File: config.mk
export PLATFORM = sky130hd
export DESIGN_NAME = uart_msg_tx
export DESIGN_NICKNAME = d
export VERILOG_FILES = /design/src/rtl/uart_msg_tx_pkg.sv /design/src/rtl/uart_tx_byte.sv /design/src/rtl/uart_msg_tx.sv
export SDC_FILE = /design/constraint.sdc
export NUM_CORES = 1
export LEC_CHECK = 0
export BUFFER_PORTS_ARGS = -buffer_cell sky130_fd_sc_hd__buf_2
export CORE_MARGIN = 10
export CORE_UTILIZATION = 40
export CTS_CLUSTER_DIAMETER = 120
export DETAILED_ROUTE_END_ITERATION = 10
export HOLD_SLACK_MARGIN = 0.08
export PLACE_DENSITY = 0.58
export SYNTH_ARGS = -nofsm -noshare
export SYNTH_HDL_FRONTEND = slang
export SYNTH_SLANG_ARGS = --single-unit
File: constraint.sdc
create_clock -name clk -period 5.8 [get_ports clk]
set_input_delay 1.74 -clock clk [delete_from_list [all_inputs] [get_ports clk]]
set_output_delay 1.74 -clock clk [all_outputs]
set_load 0.02 [all_outputs]
File: src/rtl/uart_msg_tx_pkg.sv
// uart_msg_tx_pkg: shared frame constants, framer states and bit-timing helper
package uart_msg_tx_pkg;
  localparam logic [7:0] PKT_PREFIX = 8'hDD;
  typedef enum logic [2:0] {IDLE, PREFIX, SRC, DST, LEN, PAYLOAD, CRC, FIN} state_t;
  function automatic int clks_per_bit(input int clk_hz, input int baud);
    return clk_hz / baud;
  endfunction
endpackage

File: src/rtl/uart_tx_byte.sv
// uart_tx_byte: 8N1 byte serializer with optional idle gap bits after the stop bit
module uart_tx_byte #(
  parameter int CLKS_PER_BIT = 416,
  parameter int GAP_BITS = 0
) (
  input  logic       clk,
  input  logic       rst,
  input  logic       ld,
  input  logic [7:0] din,
  output logic       rdy,
  output logic       tx
);
  localparam int CW = $clog2(CLKS_PER_BIT);
  localparam logic [CW-1:0] CNT_LAST = CW'(CLKS_PER_BIT - 1);
  localparam logic [CW-1:0] CNT_OPEN = CW'(CLKS_PER_BIT - 4);
  localparam logic [3:0] IDX_LAST = 4'(9 + GAP_BITS);
  logic [CW-1:0] cnt;
  logic [3:0] idx;
  logic [8:0] sh;
  logic [7:0] pd, go_byte;
  logic act, pend, bit_end, last, take, go;
  always_comb begin
    bit_end = cnt == CNT_LAST;
    last = act && bit_end && idx == IDX_LAST;
    take = ld && rdy;
    go = (take && (!act || last)) || (pend && last);
    go_byte = pend ? pd : din;
  end
  // rdy reopens three clocks before the final bit ends, so the framer's registered
  // load lands on (or is held until) the exact bit boundary with no dead cycles
  always_ff @(posedge clk or posedge rst)
    if (rst) begin
      cnt <= '0;
      idx <= '0;
      sh <= '0;
      pd <= '0;
      act <= 1'b0;
      pend <= 1'b0;
      rdy <= 1'b1;
      tx <= 1'b1;
    end else begin
      if (go) begin
        act <= 1'b1;
        cnt <= '0;
        idx <= '0;
        sh <= {1'b1, go_byte};
        tx <= 1'b0;
        pend <= 1'b0;
      end else if (last) begin
        act <= 1'b0;
        cnt <= '0;
        idx <= '0;
        tx <= 1'b1;
      end else if (act && bit_end) begin
        cnt <= '0;
        idx <= idx + 4'd1;
        tx <= sh[0];
        sh <= {1'b1, sh[8:1]};
      end else if (act) cnt <= cnt + 1'b1;
      if (take && !go) begin
        pend <= 1'b1;
        pd <= din;
      end
      if (take) rdy <= 1'b0;
      else if (act && idx == IDX_LAST && cnt == CNT_OPEN) rdy <= 1'b1;
    end
endmodule

File: src/rtl/uart_msg_tx.sv
// uart_msg_tx: frames DD, src, dst, len, payload, crc onto an 8N1 UART line
module uart_msg_tx
  import uart_msg_tx_pkg::*;
#(
  parameter int CLK_HZ = 48_000_000,
  parameter int BAUD = 115200,
  parameter logic [7:0] SRC_ADDR = 8'h00,
  parameter int GAP_BITS = 0
) (
  input  logic       clk,
  input  logic       rst,
  input  logic       start,
  input  logic [7:0] dst_addr,
  input  logic [7:0] len,
  input  logic [7:0] pl_data,
  input  logic       pl_valid,
  output logic       pl_ready,
  output logic       busy,
  output logic       done,
  output logic       tx
);
  localparam int CPB = clks_per_bit(CLK_HZ, BAUD);
  state_t state;
  logic [7:0] dst_q, len_q, crc, cnt, din;
  logic [1:0] wcnt;
  logic ld, rdy, ser_ok;
  assign ser_ok = rdy && !ld;
  uart_tx_byte #(.CLKS_PER_BIT(CPB), .GAP_BITS(GAP_BITS)) u_ser (
    .clk(clk), .rst(rst), .ld(ld), .din(din), .rdy(rdy), .tx(tx)
  );
  // FIN waits out the early-ready window so done follows the true end of the stop bit
  always_ff @(posedge clk or posedge rst)
    if (rst) begin
      state <= IDLE;
      dst_q <= '0;
      len_q <= '0;
      crc <= '0;
      cnt <= '0;
      din <= '0;
      wcnt <= '0;
      ld <= 1'b0;
      pl_ready <= 1'b0;
      busy <= 1'b0;
      done <= 1'b0;
    end else begin
      ld <= 1'b0;
      done <= 1'b0;
      case (state)
        IDLE: if (start && !done) begin
          dst_q <= dst_addr;
          len_q <= len;
          crc <= '0;
          cnt <= '0;
          wcnt <= '0;
          busy <= 1'b1;
          state <= PREFIX;
        end
        PREFIX: if (ser_ok) begin
          ld <= 1'b1;
          din <= PKT_PREFIX;
          state <= SRC;
        end
        SRC: if (ser_ok) begin
          ld <= 1'b1;
          din <= SRC_ADDR;
          state <= DST;
        end
        DST: if (ser_ok) begin
          ld <= 1'b1;
          din <= dst_q;
          state <= LEN;
        end
        LEN: if (ser_ok) begin
          ld <= 1'b1;
          din <= len_q;
          state <= len_q == 8'd0 ? CRC : PAYLOAD;
        end
        PAYLOAD: if (pl_valid && pl_ready) begin
          ld <= 1'b1;
          din <= pl_data;
          crc <= crc + pl_data;
          cnt <= cnt + 8'd1;
          pl_ready <= 1'b0;
          state <= cnt + 8'd1 == len_q ? CRC : PAYLOAD;
        end else pl_ready <= ser_ok;
        CRC: if (ser_ok) begin
          ld <= 1'b1;
          din <= crc;
          state <= FIN;
        end
        FIN: if (ser_ok) begin
          if (wcnt == 2'd2) begin
            done <= 1'b1;
            busy <= 1'b0;
            state <= IDLE;
          end else wcnt <= wcnt + 2'd1;
        end
      endcase
    end
endmodule
# Word-level counts from Yosys, hierarchy flattened
# Index checks and enable logic that the tools add are counted.
# op_classes
add_sub_neg	5
n_mul	0
n_div	0
order_cmp	0
eq_ne	23
shifts	0
n_mux	59
bitwise	0
n_reduce_logical	36
# ops
operator	count
$mux 8	10
$mux 9	7
$pmux 8 s6	1
$pmux 8 s2	2
$mux 3	9
$pmux 3 s8	1
$ne 2x2->1 const B	11
$eq 9x9->1 const B	2
$mux 1	18
$eq 3x3->1 const B	4
$mux 4	3
$reduce_bool 2->1	6
$logic_and 1x1->1	11
$mux 2	5
$add 9x1->9 const B	1
$reduce_and 9->1	1
$add 8x1->8 const B	1
$add 8x8->8	1
$eq 8x8->1	1
$logic_not 8->1	1
$reduce_and 4->1	2
$reduce_and 7->1	1
$eq 3x2->1 const B	2
$reduce_bool 6->1	1
other kinds (15)	21
# word_totals
register_bits	83
latch_bits	0
ramBits	0
mem_bits_ro	0
inputBits	28
output_inout_bits	4
wordCells	142
mem_count	0

# Longest topological paths before layout
# logic_depth
depth_word	9
mapped_depth	9
mapped_depth_nobuf	7

# Cells and area by module
# Synthesis repeated with hierarchy kept, for this count alone.
# hier_totals
hier_cells	479
hier_area_um2	4769.6
# modules_own_cells
mod	instances	cells_each	area_each_um2	seq_area_each_um2
uart_msg_tx	1	287	2862.7	1226.2
uart_tx_byte	1	192	1906.8	853.3

# Worst setup path before layout
# OpenSTA, ideal clock, no wires.
# synth_timing
path_kind	input-to-reg
startpoint	in pl_data[0]
endpoint	reg crc[6]
setup_ns	0.122
arrival_time_ns	2.967
required_ns	5.678
path_slack_ns	2.712
path_stages	7
n_path_buf	0
path_cell_list	ha_1 > fa_1 > a21o_1 > a21oi_1 > o21bai_1 > mux2i_1 > nand2_1
# synth_between
elab_chain_len	3
# synth_rtl
element	line	text
start, declared	uart_msg_tx.sv:15	input logic [7:0] pl_data,
$add 8x8->8	uart_msg_tx.sv:81	crc <= crc + pl_data;
$mux 8	uart_msg_tx.sv:78	PAYLOAD: if (pl_valid && pl_ready) begin
$pmux 8 s2	uart_msg_tx.sv:48	case (state)
end signal, assigned	uart_msg_tx.sv:81	
end, declared	uart_msg_tx.sv:24	logic [7:0] dst_q, len_q, crc, cnt, din;
# No other way between the ends. The select of a mux whose other input is x is not followed.
# A chain may end at the register's enable or synchronous reset.

# Worst setup path in the final report
# Ends and elaborated chain as after synthesis.

==> reports/results.txt <==
outcome: completed
share of the synthesized area in the top cell type: 0.4421
CTS tree: yes
vias in the first global route: 3501
startpoint types: input port
I/O Buffers: 31
max_cap viols: 0
Core Util, Final: 0.4519
Worst-Skew Late Latency: 0.34 ns
worst path buffer plus inverter count: 1
max_slew headroom: 0.4843
Synth Warn #: 0
CTS Hold Bufs: 0
drt wl/cell: 15.77 microns
CP Data Required Time: 6.03 ns
Core Area: 11320 sq um
Pleak: 2.349 nW
DR vias/cell: 5.457
H-tree Lvls: 3
initial antenna violation count: 0
final hold vios: 0
global-route wire length before repair: 17.43 mm
Gate power share: 0.307
Sequential Power Share: 0.427
Peak Freq: 339.4 MHz
routed vias: 3427
Detail Placement HPWL: 7.206 mm
Crit Path Class: in -> reg
row count: 39
Worst VDD drop: 0.2508 mV
post-synthesis cell area: 4584 sq um
gpl congestion: 0.8412
final layout net count: 522
sequential area share after synthesis: 0.4536
period utilization: 0.5080
gr usage total: 0.1289
#FFs+latches synth: 83
CP Capture Type: register
Net Sw Frac: 0.3614
number of detailed-route iterations in the first pass: 4
Remaining Overflow, GRT: 0
Hold Slack: 0.4750 ns
largest area contributor in the netlist: dfrtp_1
worst min-delay path category: reg -> reg
P_sw: 0.7466 mW
Pins Over Slew Limit: 0
final routed DRC violation total: 0
# Post-CTS Setup Buffers: 0
Die X: 127.1 microns
power after layout: 2.066 mW
CTS Root Cell: clkbuf_16
post-route ant nets: 0
Synth Flop Type: dfrtp_1
TNS Setup: 0 ns
CTS clock-pin slew for the worst setup and hold paths: 0.07 ns
Synth Net Count: 496
commonest non-fill, non-tap cell in the layout: dfrtp_1
CP top delay family: adder cells
CP max-delay cell: fa_1
largest net degree at the start of global routing: 49
Worst-Margin Slew: 0.7707 ns
area grow syn2layout: 11.60%
Cell Chain, Critical Path: buf_2 -> ha_1 -> fa_1 -> a21o_1 -> a21oi_1 -> o21bai_1 -> mux2i_1 -> nand2_1
die height: 127.1 microns
final setup fails: 0
WL final: 9.906 mm
FFs w/ async S/R, synth: 1.000
CTS Sinks: 83
unrepaired setup endpoints after global routing: false
syn avg cell area: 10.10 sq um
Diodes inserted: 0
CTS Buf Count: 9
Post-synth EDFFs: 0
CP max stage delay: 0.42 ns
internal power: 1.319 mW
Ports: 32
Worst Path Arrival: 3.18 ns
cells taking the most area after synthesis: dfrtp_1, mux2_2, nand2_1
crit-path max FO: 2
layout cells sized above 1: 0.2062
Clock Power Share: 0.266
most frequent cells in the layout: dfrtp_1, nand2_1, o21ai_0, mux2_2, buf_2
Max Root-Sink Buffers: 2
Starting Density: 0.4050
post_cts resized: 0
Yosys cell types: 60
Power Density: 403.7 nW/um^2
minimum clock period: 2.946 ns
post-synthesis cell count: 454
clock skew: 0.005432 ns
die area: 16140 sq um
DRT iter0 DRCs: 216
## state kept, by name (all words and copies together), names as in the netlist, 2 cells and up
register   count
u_ser.cnt      9
u_ser.sh       9
cnt            8
crc            8
din            8
dst_q          8
len_q          8
u_ser.pd       8
u_ser.idx      4
state          3
wcnt           2
## synthesized netlist by cell type (all sizes together) (4+ instances only)
cell type	number
mux2i	14
a21oi	24
a31oi	5
nor3	6
xor2	7
dfrtp	81
buf	14
and3	7
nand2b	4
or3	5
o21bai	6
o21ai	43
nand2	54
mux2	34
nor2	27
xnor2	10
inv	14
nor2b	7
ha	13
clkbuf	4
a22o	13
a22oi	6
nand3	11
## per-layer routing
layer,track usage,up-vias,routed length (microns)
li1,-,1700,-
met1,0.1660,1650,4628
met3,0.03474,10,408
met4,0.04421,0,107
met5,0,-,0
met2,0.2044,67,4762
## cell families after synthesis
group                    after synthesis  share of synthesized area
adder cells (fa/ha/maj)               14                    0.03985
multiplexers                          48                     0.1141
flip-flops                            83                     0.4536
buffers and inverters                 32                    0.03384
AO/OA/AOI/OAI                        120                     0.1777
XOR/XNOR                              17                    0.03248
AND/OR/NAND/NOR                      140                     0.1485
## per-stage QoR
| stage | area (sq um) | setup slack [ns] | std cells |
|---|---|---|---|
| after floorplan | 4584 | 1.927 | 454 |
| after global placement | 4832 | 2.528 | 612 |
| after detailed placement | 4832 | 2.496 | 612 |
| after CTS | 5116 | 2.864 | 628 |
| after global routing | 5116 | 2.753 | 628 |
| final | 5116 | 2.854 | 628 |
## cell type report
class	count	area, sq um
Clock buffer	9	225.2
Clock inverter	7	58.81
Fill cell	1124	6205
Inverter	14	53.80
Multi-Input combinational cell	339	2350
Sequential cell	83	2079
Tap cell	143	178.9
Timing Repair Buffer	33	170.2
## final timing paths
path	slack (ns)	start	depth (start not counted)	endpoint
min	0.48	u_ser.sh[8]$_DFFE_PP0P_	1	u_ser.sh[8]$_DFFE_PP0P_
max in group asynchronous	3.33	rst	3	u_ser.sh[2]$_DFFE_PP0P_
max reg2reg	3.54	cnt[0]$_DFFE_PP0P_	6	state[0]$_DFFE_PP0P_
max	2.85	pl_data[0]	8	crc[6]$_DFFE_PP0P_
min reg2reg	0.48	u_ser.sh[8]$_DFFE_PP0P_	1	u_ser.sh[8]$_DFFE_PP0P_
min in group asynchronous	1.45	rst	2	done$_DFF_PP0_
## power by group through the flow
stage               logic, mW  registers, mW  clock network (mW)
floorplan               0.558          0.799                   0
global placement        0.621          0.888                   0
detailed placement      0.634          0.895                   0
CTS                     0.639          0.884               0.565
global route            0.731          0.908               0.587
finish                  0.635          0.882               0.549
(Power assumes the default switching activity.)
